--- src/rtl/code_conv_pkg.sv ---
// ---------------------------------------------------------------------------
// code_conv_pkg
// Shared types and helpers for the binary<->Gray conversion arbiter.
//   MODE_B2G / MODE_G2B : per-request operation select
//   state_t             : engine FSM state (IDLE, CONV, RESP)
//   bin2gray()          : single-cycle binary->Gray, on up to MAX_WIDTH bits
// ---------------------------------------------------------------------------
package code_conv_pkg;

  localparam logic MODE_B2G = 1'b0;
  localparam logic MODE_G2B = 1'b1;

  // Widest operand the helper function handles; callers zero-extend and
  // truncate. Zero extension keeps the MSB rule (g[W-1] = b[W-1]) intact.
  localparam int MAX_WIDTH = 64;

  typedef enum logic [1:0] {
    IDLE = 2'd0,
    CONV = 2'd1,
    RESP = 2'd2
  } state_t;

  function automatic logic [MAX_WIDTH-1:0] bin2gray(input logic [MAX_WIDTH-1:0] op);
    return op ^ (op >> 1);
  endfunction

endpackage

--- src/rtl/code_conv_rr_arb.sv ---
// ---------------------------------------------------------------------------
// code_conv_rr_arb
// Combinational round-robin pick: the first asserted request found when
// searching upward from ptr and wrapping at NREQ.
//   req   in  NREQ  pending requests
//   ptr   in  IW    highest-priority index for this search
//   en    in  1     when low, no grant is produced
//   grant out NREQ  one-hot (or zero) grant
//   idx   out IW    encoded index of the granted request (0 when none)
// ---------------------------------------------------------------------------
module code_conv_rr_arb
  import code_conv_pkg::*;
#(
  parameter  int NREQ = 2,
  localparam int IW   = $clog2(NREQ)
) (
  input  logic [NREQ-1:0] req,
  input  logic [IW-1:0]   ptr,
  input  logic            en,
  output logic [NREQ-1:0] grant,
  output logic [IW-1:0]   idx
);

  logic          found;
  logic [IW:0]   sum;   // one extra bit so ptr + offset cannot overflow before the wrap
  logic [IW-1:0] cand;

  always_comb begin
    grant = '0;
    idx   = '0;
    found = 1'b0;
    sum   = '0;
    cand  = '0;
    for (int o = 0; o < NREQ; o++) begin
      sum = {1'b0, ptr} + (IW+1)'(o);
      if (sum >= (IW+1)'(NREQ)) begin
        sum = sum - (IW+1)'(NREQ);
      end
      cand = sum[IW-1:0];
      if (en && !found && req[cand]) begin
        found       = 1'b1;
        grant[cand] = 1'b1;
        idx         = cand;
      end
    end
  end

endmodule

--- src/rtl/code_conv_arbiter.sv ---
// ---------------------------------------------------------------------------
// code_conv_arbiter
// Shares one binary<->Gray conversion engine between NREQ requesters.
// Binary->Gray takes one CONV cycle; Gray->binary resolves one bit per
// cycle, MSB first. One operation in flight; result returned with the
// owner's id on a valid/ready response port.
//   clk        in   1            rising-edge clock
//   rst        in   1            asynchronous active-high reset
//   req_valid  in   NREQ         request pending per requester
//   req_ready  out  NREQ         one-hot grant, only in IDLE
//   req_mode   in   NREQ         0 = bin->Gray, 1 = Gray->bin
//   req_data   in   NREQ*WIDTH   operand of requester i at [i*WIDTH +: WIDTH]
//   rsp_valid  out  1            result available (state RESP)
//   rsp_ready  in   1            consumer accepts result
//   rsp_data   out  WIDTH        converted value
//   rsp_id     out  IW           owner of rsp_data
//   busy       out  1            engine not IDLE
// ---------------------------------------------------------------------------
module code_conv_arbiter
  import code_conv_pkg::*;
#(
  parameter  int WIDTH = 4,   // 2 .. MAX_WIDTH
  parameter  int NREQ  = 2,   // >= 2
  localparam int IW    = $clog2(NREQ),
  localparam int CW    = $clog2(WIDTH)
) (
  input  logic                  clk,
  input  logic                  rst,
  input  logic [NREQ-1:0]       req_valid,
  output logic [NREQ-1:0]       req_ready,
  input  logic [NREQ-1:0]       req_mode,
  input  logic [NREQ*WIDTH-1:0] req_data,
  output logic                  rsp_valid,
  input  logic                  rsp_ready,
  output logic [WIDTH-1:0]      rsp_data,
  output logic [IW-1:0]         rsp_id,
  output logic                  busy
);

  state_t           state_reg, state_next;
  logic [IW-1:0]    ptr_reg,   ptr_next;
  logic [IW-1:0]    id_reg,    id_next;
  logic [CW-1:0]    cnt_reg,   cnt_next;
  logic [WIDTH-1:0] op_reg,    op_next;
  logic [WIDTH-1:0] res_reg,   res_next;
  logic             mode_reg,  mode_next;

  logic [NREQ-1:0]  grant;
  logic [IW-1:0]    grant_idx;
  logic             arb_en;
  logic             accept;
  logic [WIDTH-1:0] res_shr;
  logic [WIDTH-1:0] req_op [NREQ];

  genvar gi;
  generate
    for (gi = 0; gi < NREQ; gi++) begin : g_unpack
      assign req_op[gi] = req_data[gi*WIDTH +: WIDTH];
    end
  endgenerate

  // Gating with rst keeps req_ready low while reset is held, even though the
  // state register already reads IDLE.
  assign arb_en = (state_reg == IDLE) && !rst;

  code_conv_rr_arb #(.NREQ(NREQ)) u_arb (
    .req   (req_valid),
    .ptr   (ptr_reg),
    .en    (arb_en),
    .grant (grant),
    .idx   (grant_idx)
  );

  assign req_ready = grant;
  assign accept    = |(req_valid & grant);

  // res_shr[k] = res[k+1], with 0 above the MSB, so bit k of the Gray->bin
  // result is simply g[k] ^ res_shr[k] whatever k is.
  assign res_shr = res_reg >> 1;

  always_comb begin
    state_next = state_reg;
    ptr_next   = ptr_reg;
    id_next    = id_reg;
    cnt_next   = cnt_reg;
    op_next    = op_reg;
    res_next   = res_reg;
    mode_next  = mode_reg;
    case (state_reg)
      IDLE: begin
        if (accept) begin
          op_next    = req_op[grant_idx];
          mode_next  = req_mode[grant_idx];
          id_next    = grant_idx;
          ptr_next   = (grant_idx == IW'(NREQ-1)) ? '0 : grant_idx + 1'b1;
          cnt_next   = CW'(WIDTH-1);
          res_next   = '0;
          state_next = CONV;
        end
      end
      CONV: begin
        if (mode_reg == MODE_B2G) begin
          res_next   = WIDTH'(bin2gray(MAX_WIDTH'(op_reg)));
          state_next = RESP;
        end else begin
          res_next[cnt_reg] = op_reg[cnt_reg] ^ res_shr[cnt_reg];
          if (cnt_reg == '0) begin
            state_next = RESP;
          end else begin
            cnt_next = cnt_reg - 1'b1;
          end
        end
      end
      RESP: begin
        if (rsp_ready) begin
          state_next = IDLE;
        end
      end
      default: state_next = IDLE;
    endcase
  end

  always_ff @(posedge clk or posedge rst) begin
    if (rst) begin
      state_reg <= IDLE;
      ptr_reg   <= '0;
      id_reg    <= '0;
      cnt_reg   <= '0;
      op_reg    <= '0;
      res_reg   <= '0;
      mode_reg  <= MODE_B2G;
    end else begin
      state_reg <= state_next;
      ptr_reg   <= ptr_next;
      id_reg    <= id_next;
      cnt_reg   <= cnt_next;
      op_reg    <= op_next;
      res_reg   <= res_next;
      mode_reg  <= mode_next;
    end
  end

  assign rsp_valid = (state_reg == RESP);
  assign rsp_data  = res_reg;
  assign rsp_id    = id_reg;
  assign busy      = (state_reg != IDLE);

endmodule

--- config.mk ---
export PLATFORM = sky130hd
export DESIGN_NAME = code_conv_arbiter
export DESIGN_NICKNAME = d
export VERILOG_FILES = /design/src/rtl/code_conv_pkg.sv /design/src/rtl/code_conv_rr_arb.sv /design/src/rtl/code_conv_arbiter.sv
export SDC_FILE = /design/constraint.sdc
export NUM_CORES = 1
export LEC_CHECK = 0
export BUFFER_PORTS_ARGS = -buffer_cell sky130_fd_sc_hd__buf_2
export CORE_MARGIN = 3
export CORE_UTILIZATION = 49
export CTS_CLUSTER_SIZE = 20
export DETAILED_ROUTE_END_ITERATION = 8
export GPL_TIMING_DRIVEN = 1
export PLACE_DENSITY = 0.76
export SLEW_MARGIN = 10
export SYNTH_ARGS = -nofsm -noshare
export SYNTH_HDL_FRONTEND = slang
export SYNTH_SLANG_ARGS = --single-unit
--- constraint.sdc ---
create_clock -name clk -period 1.9 [get_ports clk]
set_input_delay 0.38 -clock clk [delete_from_list [all_inputs] [get_ports clk]]
set_output_delay 0.38 -clock clk [all_outputs]
set_load 0.01 [all_outputs]
======== Yosys cells after proc, flatten, opt, wreduce, memory -nomap -nowiden ========
Index checks and enable logic that the tools add are counted.
cells by class
  divide/modulo/power cells ............... 0
  shift-type cells ........................ 0
  add/sub/neg operators ................... 5
  multipliers ............................. 0
  magnitude comparators ................... 10
  reductions and logical operators ........ 18
  bitwise logic cells ..................... 5
  mux-type cells .......................... 40
  equal/unequal tests ..................... 7
operator list
  operator                                                                       count
  4-bit 2-to-1 mux                                                               5
  2-bit 2-to-1 mux                                                               9
  1-bit 2-to-1 mux                                                               17
  4-bit case mux with 2 select lines                                             1
  1-bit logical AND                                                              7
  1-bit by 2-bit less-than comparator with 1-bit output (second input constant)  3
  2-bit inequality test (second input constant)                                  3
  2-bit case mux with 3 select lines                                             1
  1-bit binary-select mux with 2-bit select                                      2
  4-bit bitwise mux                                                              1
  2-bit >= comparator (second input constant)                                    2
  2-bit zero test                                                                2
  2-bit case mux with 2 select lines                                             1
  2-bit AND reduction                                                            2
  4-bit AND reduction                                                            1
  2-bit nonzero test                                                             2
  4-bit by 3-bit XOR with 4-bit output                                           1
  2-bit by 3-bit less-than comparator with 1-bit output (second input constant)  1
  3-bit inequality test (second input constant)                                  1
  3-bit AND reduction                                                            1
  1-bit by 1-bit adder with 2-bit output (second input constant)                 1
  2-bit bitwise AND                                                              1
  1-bit demux with 1-bit select                                                  2
  1-bit demux with 2-bit select                                                  1
  other kinds (14)                                                               17
word-level totals
  ROM bits ................................ 0
  output and inout port bits .............. 9
  latch bits .............................. 0
  input port bits ......................... 15
  bits in writable memories ............... 0
  flip-flop bits (word level) ............. 15
  logic and storage cells ................. 92
  memories ................................ 0

======== Logic depth before layout (Yosys ltp) ========
Gate-level depths: netlist of the first run.
  depth after elaboration ................. 14
  depth in mapped cells ................... 5
  depth with buffers taken out ............ 5

======== Cells and area by module ========
From an unflattened synthesis of the first run, not the netlist that was laid out.
unflattened totals
  cells, all modules ...................... 104
  area total of the unflattened synthesis .. 922.1 sq um
by module, submodules not included
  module             area each (sq um)  instances  seq. area each (sq um)  cells each
  code_conv_arbiter  895.9              1          375.4                   98
  code_conv_rr_arb   26.3               1          0.0                     6

======== Least setup slack after synthesis of the first run ========
No wires, ideal clock.
  path kind ............................... flip-flop to flip-flop
  start ................................... register res_reg[1] (netlist: rsp_data[1])
  end ..................................... register res_reg[3] (netlist: rsp_data[3])
  clock period less this slack ............ 1379 ps
  path slack .............................. 521 ps
  buffers on the path ..................... 0
  setup time .............................. 138 ps
  stages on the path, launching flop included .. 5
  arrival time ............................ 1242 ps
  data required time ...................... 1762 ps
  cells stage by stage .................... dfrtp_1 -> xor2_1 -> mux4_2 -> nand3_2 -> o221ai_1
on the way
  word-level cells in the longest chain between the ends .. 6
RTL lines
  what                                       line                      text
  start, declared                            code_conv_arbiter.sv:45   logic [WIDTH-1:0] res_reg, res_next;
  start signal, assigned                     code_conv_arbiter.sv:138  res_reg <= res_next;
  1-bit binary-select mux with 2-bit select  code_conv_arbiter.sv:106  res_next[cnt_reg] = op_reg[cnt_reg] ^ res_shr[cnt_reg];
  1-bit 2-to-1 mux (not written as such)     code_conv_arbiter.sv:106
  1-bit XOR                                  code_conv_arbiter.sv:106
  4-bit bitwise mux                          code_conv_arbiter.sv:106
  4-bit 2-to-1 mux                           code_conv_arbiter.sv:102  if (mode_reg == MODE_B2G) begin
  4-bit case mux with 2 select lines         code_conv_arbiter.sv:89   case (state_reg)
No other way between the ends. The select of a mux whose other input is x is not followed.
A chain may end at the register's enable or synchronous reset.

======== Worst setup path in the final report of the first run ========
  start ................................... register state_reg[0]
  end ..................................... output port req_ready[0]
on the way
  word-level cells in the longest chain between the ends .. 8
  elaborated cells between the ends (all ways) .. 10
  those cells by class .................... mux: 3; bitwise: 1; reduce/logical: 6
RTL lines
  what                            line                      text
  start, declared                 code_conv_arbiter.sv:40   state_t state_reg, state_next;
  start signal, assigned          code_conv_arbiter.sv:133  state_reg <= state_next;
  2-bit zero test *               code_conv_arbiter.sv:64   assign arb_en = (state_reg == IDLE) && !rst;
  1-bit logical AND *             code_conv_arbiter.sv:64
  1-bit logical AND               code_conv_rr_arb.sv:40    if (en && !found && req[cand]) begin
  1-bit 2-to-1 mux                code_conv_rr_arb.sv:40
  1-bit zero test                 code_conv_rr_arb.sv:40
  1-bit logical AND (2 in a row)  code_conv_rr_arb.sv:40
  2-bit 2-to-1 mux *              code_conv_rr_arb.sv:40
  end, declared                   code_conv_arbiter.sv:30   output logic [NREQ-1:0] req_ready,
Every way passes the cells marked *; elsewhere a longest branch is shown, timed or not.

==> results of run 1 <==
[placed cells by master, fill, tap and decap left out]
cell / count
a21o_1: 1
a21o_2: 1
a21oi_1: 1
a222oi_1: 5
a2bb2oi_1: 1
a32oi_1: 3
and2_1: 1
and2b_2: 1
and3_2: 2
buf_2: 23
buf_4: 1
clkbuf_4: 3
clkinv_2: 1
dfrtp_1: 15
ha_1: 4
inv_1: 15
mux4_2: 1
nand2_1: 3
nand2b_4: 1
nand3_2: 1
nand3b_1: 1
nor2_1: 3
nor3_2: 1
o21a_1: 1
o21ai_0: 10
o221ai_1: 1
o31ai_1: 1
or2_2: 1
xor2_1: 6
[critical path, cell delays in order, from the launching register on]
cell	delay [ns]
dfrtp_1	0.46
nor3_2	0.26
and3_2	0.30
buf_2	0.16
[final timing paths]
path	start	to	slack (ns)	cells after the start
setup / recovery	state_reg[0]$_DFFE_PP0P_	req_ready[0]	0.06	3
hold / removal	rst	state_reg[0]$_DFFE_PP0P_	0.16	2
setup reg to reg	state_reg[0]$_DFFE_PP0P_	op_reg[1]$_DFFE_PP0P_	0.41	5
hold reg to reg	rsp_id$_DFFE_PP0P_	rsp_id$_DFFE_PP0P_	0.48	1
max in group asynchronous	rst	op_reg[3]$_DFFE_PP0P_	1.36	2
min in group clk	rsp_ready	state_reg[1]$_DFFE_PP0P_	0.26	2
[area by class of cell]
| type | instances | area [um^2] |
|---|---|---|
| Fill cell | 139 | 569 |
| Multi-Input combinational cell | 51 | 405 |
| Sequential cell | 15 | 375 |
| Timing Repair Buffer | 24 | 123 |
| Inverter | 15 | 56.3 |
| Clock buffer | 3 | 22.5 |
| Tap cell | 16 | 20.0 |
| Clock inverter | 1 | 5.00 |
[cell families (layout without fill, tap and decap cells)]
logic type,after synthesis,count (layout)
buffers and inverters,18,43
and+or+nand+nor,15,15
AOI/OAI and AO/OA,25,25
adders and majority gates,4,4
xor gates and xnor gates,6,6
muxes,1,1
DFF,15,15
[power by group through the flow]
stage / logic, mW / clock network [mW] / registers (mW)
final: 0.654 / 0.180 / 0.608
after CTS: 0.658 / 0.185 / 0.607
after global routing: 0.737 / 0.194 / 0.631
after detailed placement: 0.651 / 0 / 0.615
after floorplan: 0.473 / 0 / 0.594
after global placement: 0.636 / 0 / 0.600
[metrics by stage]
| step | util, % | TNS, ns | instances |
|---|---|---|---|
| 2_1_floorplan | - | 0 | 84 |
| 3_3_place_gp | 62.1 | 0 | 121 |
| 3_5_place_dp | 62.1 | 0 | 121 |
| 4_1_cts | 63.9 | 0 | 125 |
| 5_1_grt | 63.9 | -0.00448 | 125 |
| 6_report | 63.9 | 0 | 125 |
[per-layer routing]
layer / vias up / part of all wire [%]
met3: 5 / 7.5
met2: 30 / 46
met1: 342 / 45
li1: 348 / -
met5: - / 0
met4: 0 / 1.4
==> impl_metrics.tcl, run 1 <==
set metrics [dict create \
    status "finished clean" \
    clkPwrFrac_pct 12.5 \
    cts_buffer_depth 2 \
    vias 725 \
    fin_ws_ns 0.0604 \
    clock.fmax_mhz 544 \
    syn_inst 84 \
    yosys.area.top_type "dfrtp_1" \
    synth_top_family_by_area "compound AO/OA/AOI/OAI gates" \
    place_ws_ns 0.311 \
    cp-start-kind "flip-flop" \
    vias_per_cell 5.80 \
    max_slew_margin_pct 61.8 \
    synth_compound_area_share_pct 21.0 \
    ys_warn_count 0 \
    grt_pass1_vias 664 \
    finalMaxSlewViolations 0 \
    dpl.hpwl_um 1400 \
    die_h_um 47.8 \
    dieArea_um2 2290 \
    seq_area_frac_synth_pct 43.8 \
    areaGrowthSynthToFinish_pct 17.5 \
    synth-main-ff-cell "dfrtp_1" \
    synth_area_um2 857 \
    swShare_pct 40.9 \
    crit_required_ns 1.52 \
    drcViolationCount 0 \
    grt_start_max_net_pins 16 \
    routed_wl_um 1820 \
    ctsRootBufferMaster "clkbuf_4" \
    ant_nets 0 \
    drtIter0Drc 30 \
    grt_pass1_wl_um 2900 \
    clock-sinks 15 \
    pwr-share-seq_pct 42.2 \
    ir_drop_v 0.000822 \
    p_leak_nw 0.555 \
    rows 14 \
    comb_power_share_pct 45.3 \
    syn_avg_cell_area_um2 10.2 \
    syn_nets 103 \
    crit_path_max_fanout 8 \
    end_kind "primary output" \
    stdcell_area_um2 1010 \
    setup_viol 0 \
    cp.arrival_ns 1.46 \
    p_sw_mw 0.590 \
    clock_skew_ns 0.00399 \
    post_dp_cell_area_um2 978 \
    start_util_pct 54.4 \
    ctsResizeCount 1 \
    ys_ff_latch 15 \
    intPower_mw 0.852 \
    synth_xor_xnor_area_share_pct 6.13 \
    ys_types 28 \
    hold_slack_ns 0.165 \
    clk_pin_slew_ns 0.09 \
    clk_latency_ns 0.28 \
    synth_edf_count 0 \
    grt_util_met3_pct 2.26 \
    synthTopCellsByCount "dfrtp_1, inv_1, o21ai_0" \
    nets 129 \
    drv_cap 0 \
    post_cts_buffers 0 \
    coreArea_um2 1580 \
    layout-drive-gt1-share_pct 33.9 \
    cts_tree "built" \
    yosys.area_share.simple_pct 11.5 \
    power_mw 1.44 \
    top_usage_layer "met2" \
    synthArstFlopShare_pct 100 \
    cts_buffers 3 \
    min-delay-path-class "in -> async" \
    synth.mux.area_fraction_pct 2.63 \
    cts.hold.buffers_added 0 \
    antenna_found_initial 0 \
    synth_area_leaders "dfrtp_1, inv_1, xor2_1" \
    die_w_um 47.8 \
    portBuffers 23 \
    finalCriticalPeriod_ns 1.84 \
    hold_violations 0 \
    first_pass_iters 4 \
    rsz0062_at_grt "yes" \
    htreeDepth 1 \
    yosys.area_share.adder_pct 5.84 \
    antenna_cells 0 \
    track_usage_pct 18.4 \
    p_per_area_nw_per_um2 1430 \
    globalplace.congestion 0.808 \
    use_met1_pct 26.1 \
    period_share_pct 96.8 \
    critPathKind "reg -> out" \
    worst_pin_slew_ns 0.573 \
    synth_top_area_share_pct 43.8 \
    grt_use_met2_pct 29.0 \
    routedWlPerCell_um 14.6 \
    grt_overflow 0 \
    io_pins 24 \
]
Power figures use the tool's default switching activity.
==> run 2: changes to the inputs <==
--- a/config.mk
+++ b/config.mk
@@ -6,12 +6,14 @@
 export NUM_CORES = 1
 export LEC_CHECK = 0
 export BUFFER_PORTS_ARGS = -buffer_cell sky130_fd_sc_hd__buf_2
+export CELL_PAD_IN_SITES_DETAIL_PLACEMENT = 0
+export CELL_PAD_IN_SITES_GLOBAL_PLACEMENT = 1
 export CORE_MARGIN = 3
-export CORE_UTILIZATION = 49
+export CORE_UTILIZATION = 38
 export CTS_CLUSTER_SIZE = 20
 export DETAILED_ROUTE_END_ITERATION = 8
 export GPL_TIMING_DRIVEN = 1
-export PLACE_DENSITY = 0.76
+export PLACE_DENSITY = 0.79
 export SLEW_MARGIN = 10
 export SYNTH_ARGS = -nofsm -noshare
 export SYNTH_HDL_FRONTEND = slang
==> run 2 against run 1 <==
  * Clock skew is 0.00059 ns lower
  * Fmax is 4.1% higher
  * Worst setup slack better by 0.072 ns
  * Sequential power hardly changed
  * Non-clock buffer count stayed put
  * Critical path depth stayed put
  * Critical endpoint unchanged
==> impl_metrics.tcl, run 2 (synthesis gave the netlist of run 1 again) <==
set metrics [dict create \
    clk_latency_ns 0.29 \
    vias_per_cell 5.21 \
    swShare_pct 40.8 \
    layout-drive-gt1-share_pct 34.9 \
    htreeDepth 1 \
    track_usage_pct 14.7 \
    cts_buffers 3 \
    grt_pass1_vias 685 \
    dpl.hpwl_um 1430 \
    die_w_um 53.5 \
    grt_util_met3_pct 2.54 \
    finalMaxSlewViolations 0 \
    grt_overflow 0 \
    ir_drop_v 0.000843 \
    drv_cap 0 \
    coreArea_um2 2040 \
    dieArea_um2 2860 \
    start_util_pct 42.0 \
    clk_pin_slew_ns 0.10 \
    intPower_mw 0.866 \
    top_usage_layer "met2" \
    cts_buffer_depth 2 \
    antenna_found_initial 0 \
    rsz0062_at_grt "no" \
    nets 129 \
    finalSetupTns_ns 0 \
    final_common_cell "buf_2" \
    routed_wl_um 1790 \
    die_h_um 53.5 \
    finalCriticalPeriod_ns 1.77 \
    globalplace.congestion 0.769 \
    p_leak_nw 0.548 \
    grt_start_max_net_pins 16 \
    place_ws_ns 0.306 \
    ant_nets 0 \
    end_kind "primary output" \
    critPathKind "reg -> out" \
    worst_pin_slew_ns 0.570 \
    grt_use_met2_pct 22.7 \
    areaGrowthSynthToFinish_pct 21.2 \
    drtIter0Drc 40 \
    comb_power_share_pct 45.4 \
    io_pins 24 \
    layout_common_cells "buf_2, inv_1, dfrtp_1" \
    grt_pass1_wl_um 3060 \
    p_sw_mw 0.598 \
    fin_ws_ns 0.133 \
    cp-start-kind "flip-flop" \
    clkPwrFrac_pct 13.1 \
    drcViolationCount 0 \
    vias 708 \
    antenna_cells 0 \
    use_met1_pct 20.0 \
    portBuffers 23 \
    clock.fmax_mhz 566 \
    clock-sinks 15 \
    routedWlPerCell_um 13.2 \
    rows 16 \
    ctsRootBufferMaster "clkbuf_4" \
    min-delay-path-class "in -> async" \
    cp.arrival_ns 1.39 \
    setup_viol 0 \
    clock_skew_ns 0.00340 \
    hold_violations 0 \
    post_cts_buffers 0 \
    crit_required_ns 1.52 \
    p_per_area_nw_per_um2 1410 \
    crit_path_max_fanout 8 \
    cts_tree "built" \
    pwr-share-seq_pct 41.5 \
    period_share_pct 93.0 \
    status "finished clean" \
    max_slew_margin_pct 61.9 \
    first_pass_iters 4 \
]
run 2: cell types whose count changed in the layout (fill, tap and decap cells not counted), sizes merged:
| cell | previous run | this run |
|---|---|---|
| clkinvlp | 0 | 1 |
| clkinv | 1 | 0 |
run 2: final cells by class:
cell class,count,area [um^2]
timing repair buffer,24,123
clock inverter,1,7.51
sequential,15,377
fill,212,1000
multi-input combinational,51,419
inverter,15,56.3
tap,27,33.8
clock buffer,3,22.5
run 2: stage by stage:
step	instances	area, um^2	util (%)	hold slack (ns)	power, mW
6_report	136	1040	50.9	0.169	1.46
5_1_grt	136	1040	50.9	0.212	1.60
4_1_cts	136	1020	50.1	0.181	1.46
3_5_place_dp	132	992	48.6	0.466	1.27
3_3_place_gp	132	992	48.6	0.463	1.25
2_1_floorplan	84	857	-	0.281	1.07
run 2: worst max-delay path, cell delays in order (launching register included):
cell and delay, ns:
dfrtp_2 0.47, nor3_4 0.23, and3_4 0.26, buf_2 0.14
run 2: path summary, 6_finish.rpt:
kind	depth (start not counted)	to	from	slack (ns)
max	3	req_ready[0]	state_reg[0]$_DFFE_PP0P_	0.13
min	2	rsp_data[0]$_DFFE_PP0P_	rst	0.17
max reg2reg	5	op_reg[1]$_DFFE_PP0P_	state_reg[0]$_DFFE_PP0P_	0.42
min reg2reg	1	rsp_id$_DFFE_PP0P_	rsp_id$_DFFE_PP0P_	0.49
max in group asynchronous	2	state_reg[0]$_DFFE_PP0P_	rst	1.33
min in group clk	2	state_reg[1]$_DFFE_PP0P_	rsp_ready	0.25
run 2: per-layer routing:
layer	wire length [um]	part of all wire (%)
met3	77	4.3
met5	0	0
met2	880	49
met4	19	1.1
met1	814	45
run 2: power groups by stage:
| stage | clock network, mW | logic [mW] | registers [mW] |
|---|---|---|---|
| 5_1_grt | 0.217 | 0.747 | 0.632 |
| 4_1_cts | 0.196 | 0.661 | 0.603 |
| 3_3_place_gp | 0 | 0.648 | 0.605 |
| 2_1_floorplan | 0 | 0.473 | 0.594 |
| 6_report | 0.192 | 0.665 | 0.607 |
| 3_5_place_dp | 0 | 0.656 | 0.610 |
run 2: repair_timing:
| item | CTS | global route |
|---|---|---|
| resized for setup | 1 | 4 |
| hold buffers | 0 | 0 |
| hold endpoints to repair | 0 | 0 |
| endpoints found under the setup margin | 1 | 2 |
==> run 3: changes to the inputs <==
--- a/config.mk
+++ b/config.mk
@@ -9,11 +9,11 @@
 export CELL_PAD_IN_SITES_DETAIL_PLACEMENT = 0
 export CELL_PAD_IN_SITES_GLOBAL_PLACEMENT = 1
 export CORE_MARGIN = 3
-export CORE_UTILIZATION = 38
+export CORE_UTILIZATION = 34
 export CTS_CLUSTER_SIZE = 20
 export DETAILED_ROUTE_END_ITERATION = 8
-export GPL_TIMING_DRIVEN = 1
-export PLACE_DENSITY = 0.79
+export GPL_TIMING_DRIVEN = 0
+export PLACE_DENSITY = 0.75
 export SLEW_MARGIN = 10
 export SYNTH_ARGS = -nofsm -noshare
 export SYNTH_HDL_FRONTEND = slang
==> constraint.sdc (replaced) <==
create_clock -name clk -period 1.5 [get_ports clk]
set_input_delay 0.3 -clock clk [delete_from_list [all_inputs] [get_ports clk]]
set_output_delay 0.3 -clock clk [all_outputs]
set_load 0.01 [all_outputs]
==> run 3 against run 2 <==
  * The run now ends with setup timing left
  * Sequential share of layout area shrank 4.1 points
  * Register-to-register slack worse by 0.37 ns
  * Clock skew increased by 0.0055 ns
  * Clock power rose by 23%
  * Clock-buffer cell count did not move
  * Final cell count grew 8.1%
  * Critical endpoint unchanged
  * Largest power group unchanged
==> impl_metrics.tcl, run 3 (synthesis gave the netlist of run 1 again) <==
set metrics [dict create \
    crit_path_max_incr_delay_ns 0.44 \
    track_usage_pct 12.9 \
    portBuffers 23 \
    end_kind "primary output" \
    grt_overflow 0 \
    critPathKind "reg -> out" \
    fin_ws_ns -0.0504 \
    die_w_um 56.2 \
    max_slew_margin_pct 61.3 \
    die_h_um 56.2 \
    violations "setup timing" \
    io_pins 24 \
    rr_endpoint "rsp_data[2]$_DFFE_PP0P_" \
    antenna_cells 0 \
    grt_pass1_wl_um 3220 \
    drcViolationCount 0 \
    cp-start-kind "flip-flop" \
    layout-drive-gt1-share_pct 45.4 \
    hold_violations 0 \
    crit_required_ns 1.20 \
    grt_start_max_net_pins 16 \
    min-delay-path-class "in -> async" \
    dieArea_um2 3160 \
    rows 17 \
    drtIter0Drc 24 \
    ir_drop_v 0.000975 \
    rsz0062_at_grt "yes" \
    period_share_pct 103 \
    post_dp_cell_area_um2 1010 \
    path_delay_family "flip-flops" \
    htreeDepth 1 \
    globalplace.congestion 0.769 \
    worst_pin_slew_ns 0.580 \
    cp.arrival_ns 1.25 \
    path_cells "nor3_4 -> and3_4 -> buf_6" \
    cts_tree "built" \
    vias_per_cell 5.16 \
    routedWlPerCell_um 13.6 \
    layout_common_cells "buf_2, inv_1, dfrtp_1" \
    ant_nets 0 \
    finalCriticalPeriod_ns 1.55 \
    p_per_area_nw_per_um2 1840 \
    final_common_cell "buf_2" \
    slowest_stage "dfrtp_2" \
    cts_buffers 3 \
    clock_skew_ns 0.00895 \
    clk_pin_slew_ns 0.10 \
    first_pass_iters 6 \
    finish.utilization_pct 51.4 \
    ctsRootBufferMaster "clkbuf_4" \
    dpl.hpwl_um 1460 \
    nets 139 \
    coreArea_um2 2300 \
    clock-sinks 15 \
    antenna_found_initial 0 \
    finalMaxSlewViolations 0 \
    reg2reg_depth 6 \
    vias 758 \
    crit_path_max_fanout 3 \
    setup_viol 2 \
    cts_buffer_depth 2 \
    finalSetupTns_ns -0.0983 \
    cp_num_buf_inv 1 \
    drv_cap 0 \
    status "finished, violations left" \
    clock.fmax_mhz 645 \
    r2r_setup_slack_ns 0.05 \
    place_ws_ns -0.0925 \
    r2r_start "state_reg[0]$_DFFE_PP0P_" \
    routed_wl_um 2000 \
    cts.hold.buffers_added 0 \
    clk_latency_ns 0.28 \
    p_leak_nw 0.605 \
    stdcell_area_um2 1180 \
    grt_pass1_vias 699 \
    areaGrowthSynthToFinish_pct 37.7 \
    start_util_pct 37.3 \
]
run 3: cell count changes in the layout (fill, tap and decap cells not counted), sizes merged:
cell	delta
buf	+10
run 3: how the worst max path moves through the flow:
stage	start	end	slack (ns)	cells after the start
floorplan	rsp_data[1]$_DFFE_PP0P_	rsp_data[3]$_DFFE_PP0P_	0.12	4
global placement	state_reg[0]$_DFFE_PP0P_	op_reg[1]$_DFFE_PP0P_	-0.04	5
detailed placement	state_reg[0]$_DFFE_PP0P_	op_reg[1]$_DFFE_PP0P_	-0.09	5
CTS	state_reg[1]$_DFFE_PP0P_	req_ready[1]	-0.11	4
global route	state_reg[0]$_DFFE_PP0P_	req_ready[1]	-0.1	3
finish	state_reg[0]$_DFFE_PP0P_	req_ready[0]	-0.05	3
run 3: per-stage QoR:
step | std cells | hold slack, ns | power [mW]
floorplan | 84 | 0.201 | 1.35
global placement | 135 | 0.413 | 1.59
detailed placement | 135 | 0.419 | 1.61
CTS | 143 | 0.110 | 1.97
global route | 147 | 0.112 | 2.35
finish | 147 | 0.0944 | 2.17
run 3: final cells by class:
cell class                      count  area (um^2)
Clock inverter                      1         7.51
Timing Repair Buffer               33          226
Buffer                              1         7.51
Inverter                           15         56.3
Tap cell                           28         35.0
Fill cell                         229         1120
Sequential cell                    15          379
Clock buffer                        3         22.5
Multi-Input combinational cell     51          445
run 3: timing repair:
action / CTS / global route
pin swaps: 5 / 5
resized for setup: 7 / 18
setup buffers: 5 / 5
setup endpoints to repair: 10 / 13
run 3: worst register-to-register path: cells and delay by family (launching register included):
family,cells,cell delay [ns]
AO/OA/AOI/OAI,2,0.24
AND/OR/NAND/NOR,2,0.41
flip-flops,1,0.44
buffers and inverters,2,0.25
run 3: metal layers:
| metal | track usage (%) | up-vias | share of wire (%) |
|---|---|---|---|
| li1 | - | 368 | - |
| met3 | 2.55 | 2 | 6.3 |
| met1 | 17.6 | 365 | 47 |
| met5 | 0 | - | 0 |
| met2 | 19.9 | 23 | 46 |
| met4 | 5.08 | 0 | 1.0 |
run 3: where the power goes:
| group | total (mW) | internal, mW | switching [mW] | leakage (nW) |
|---|---|---|---|---|
| combinational | 1.18 | 0.636 | 0.540 | 0.411 |
| sequential | 0.753 | 0.577 | 0.176 | 0.181 |
| clock | 0.236 | 0.101 | 0.134 | 0.0139 |
| total | 2.17 | 1.31 | 0.851 | 0.605 |
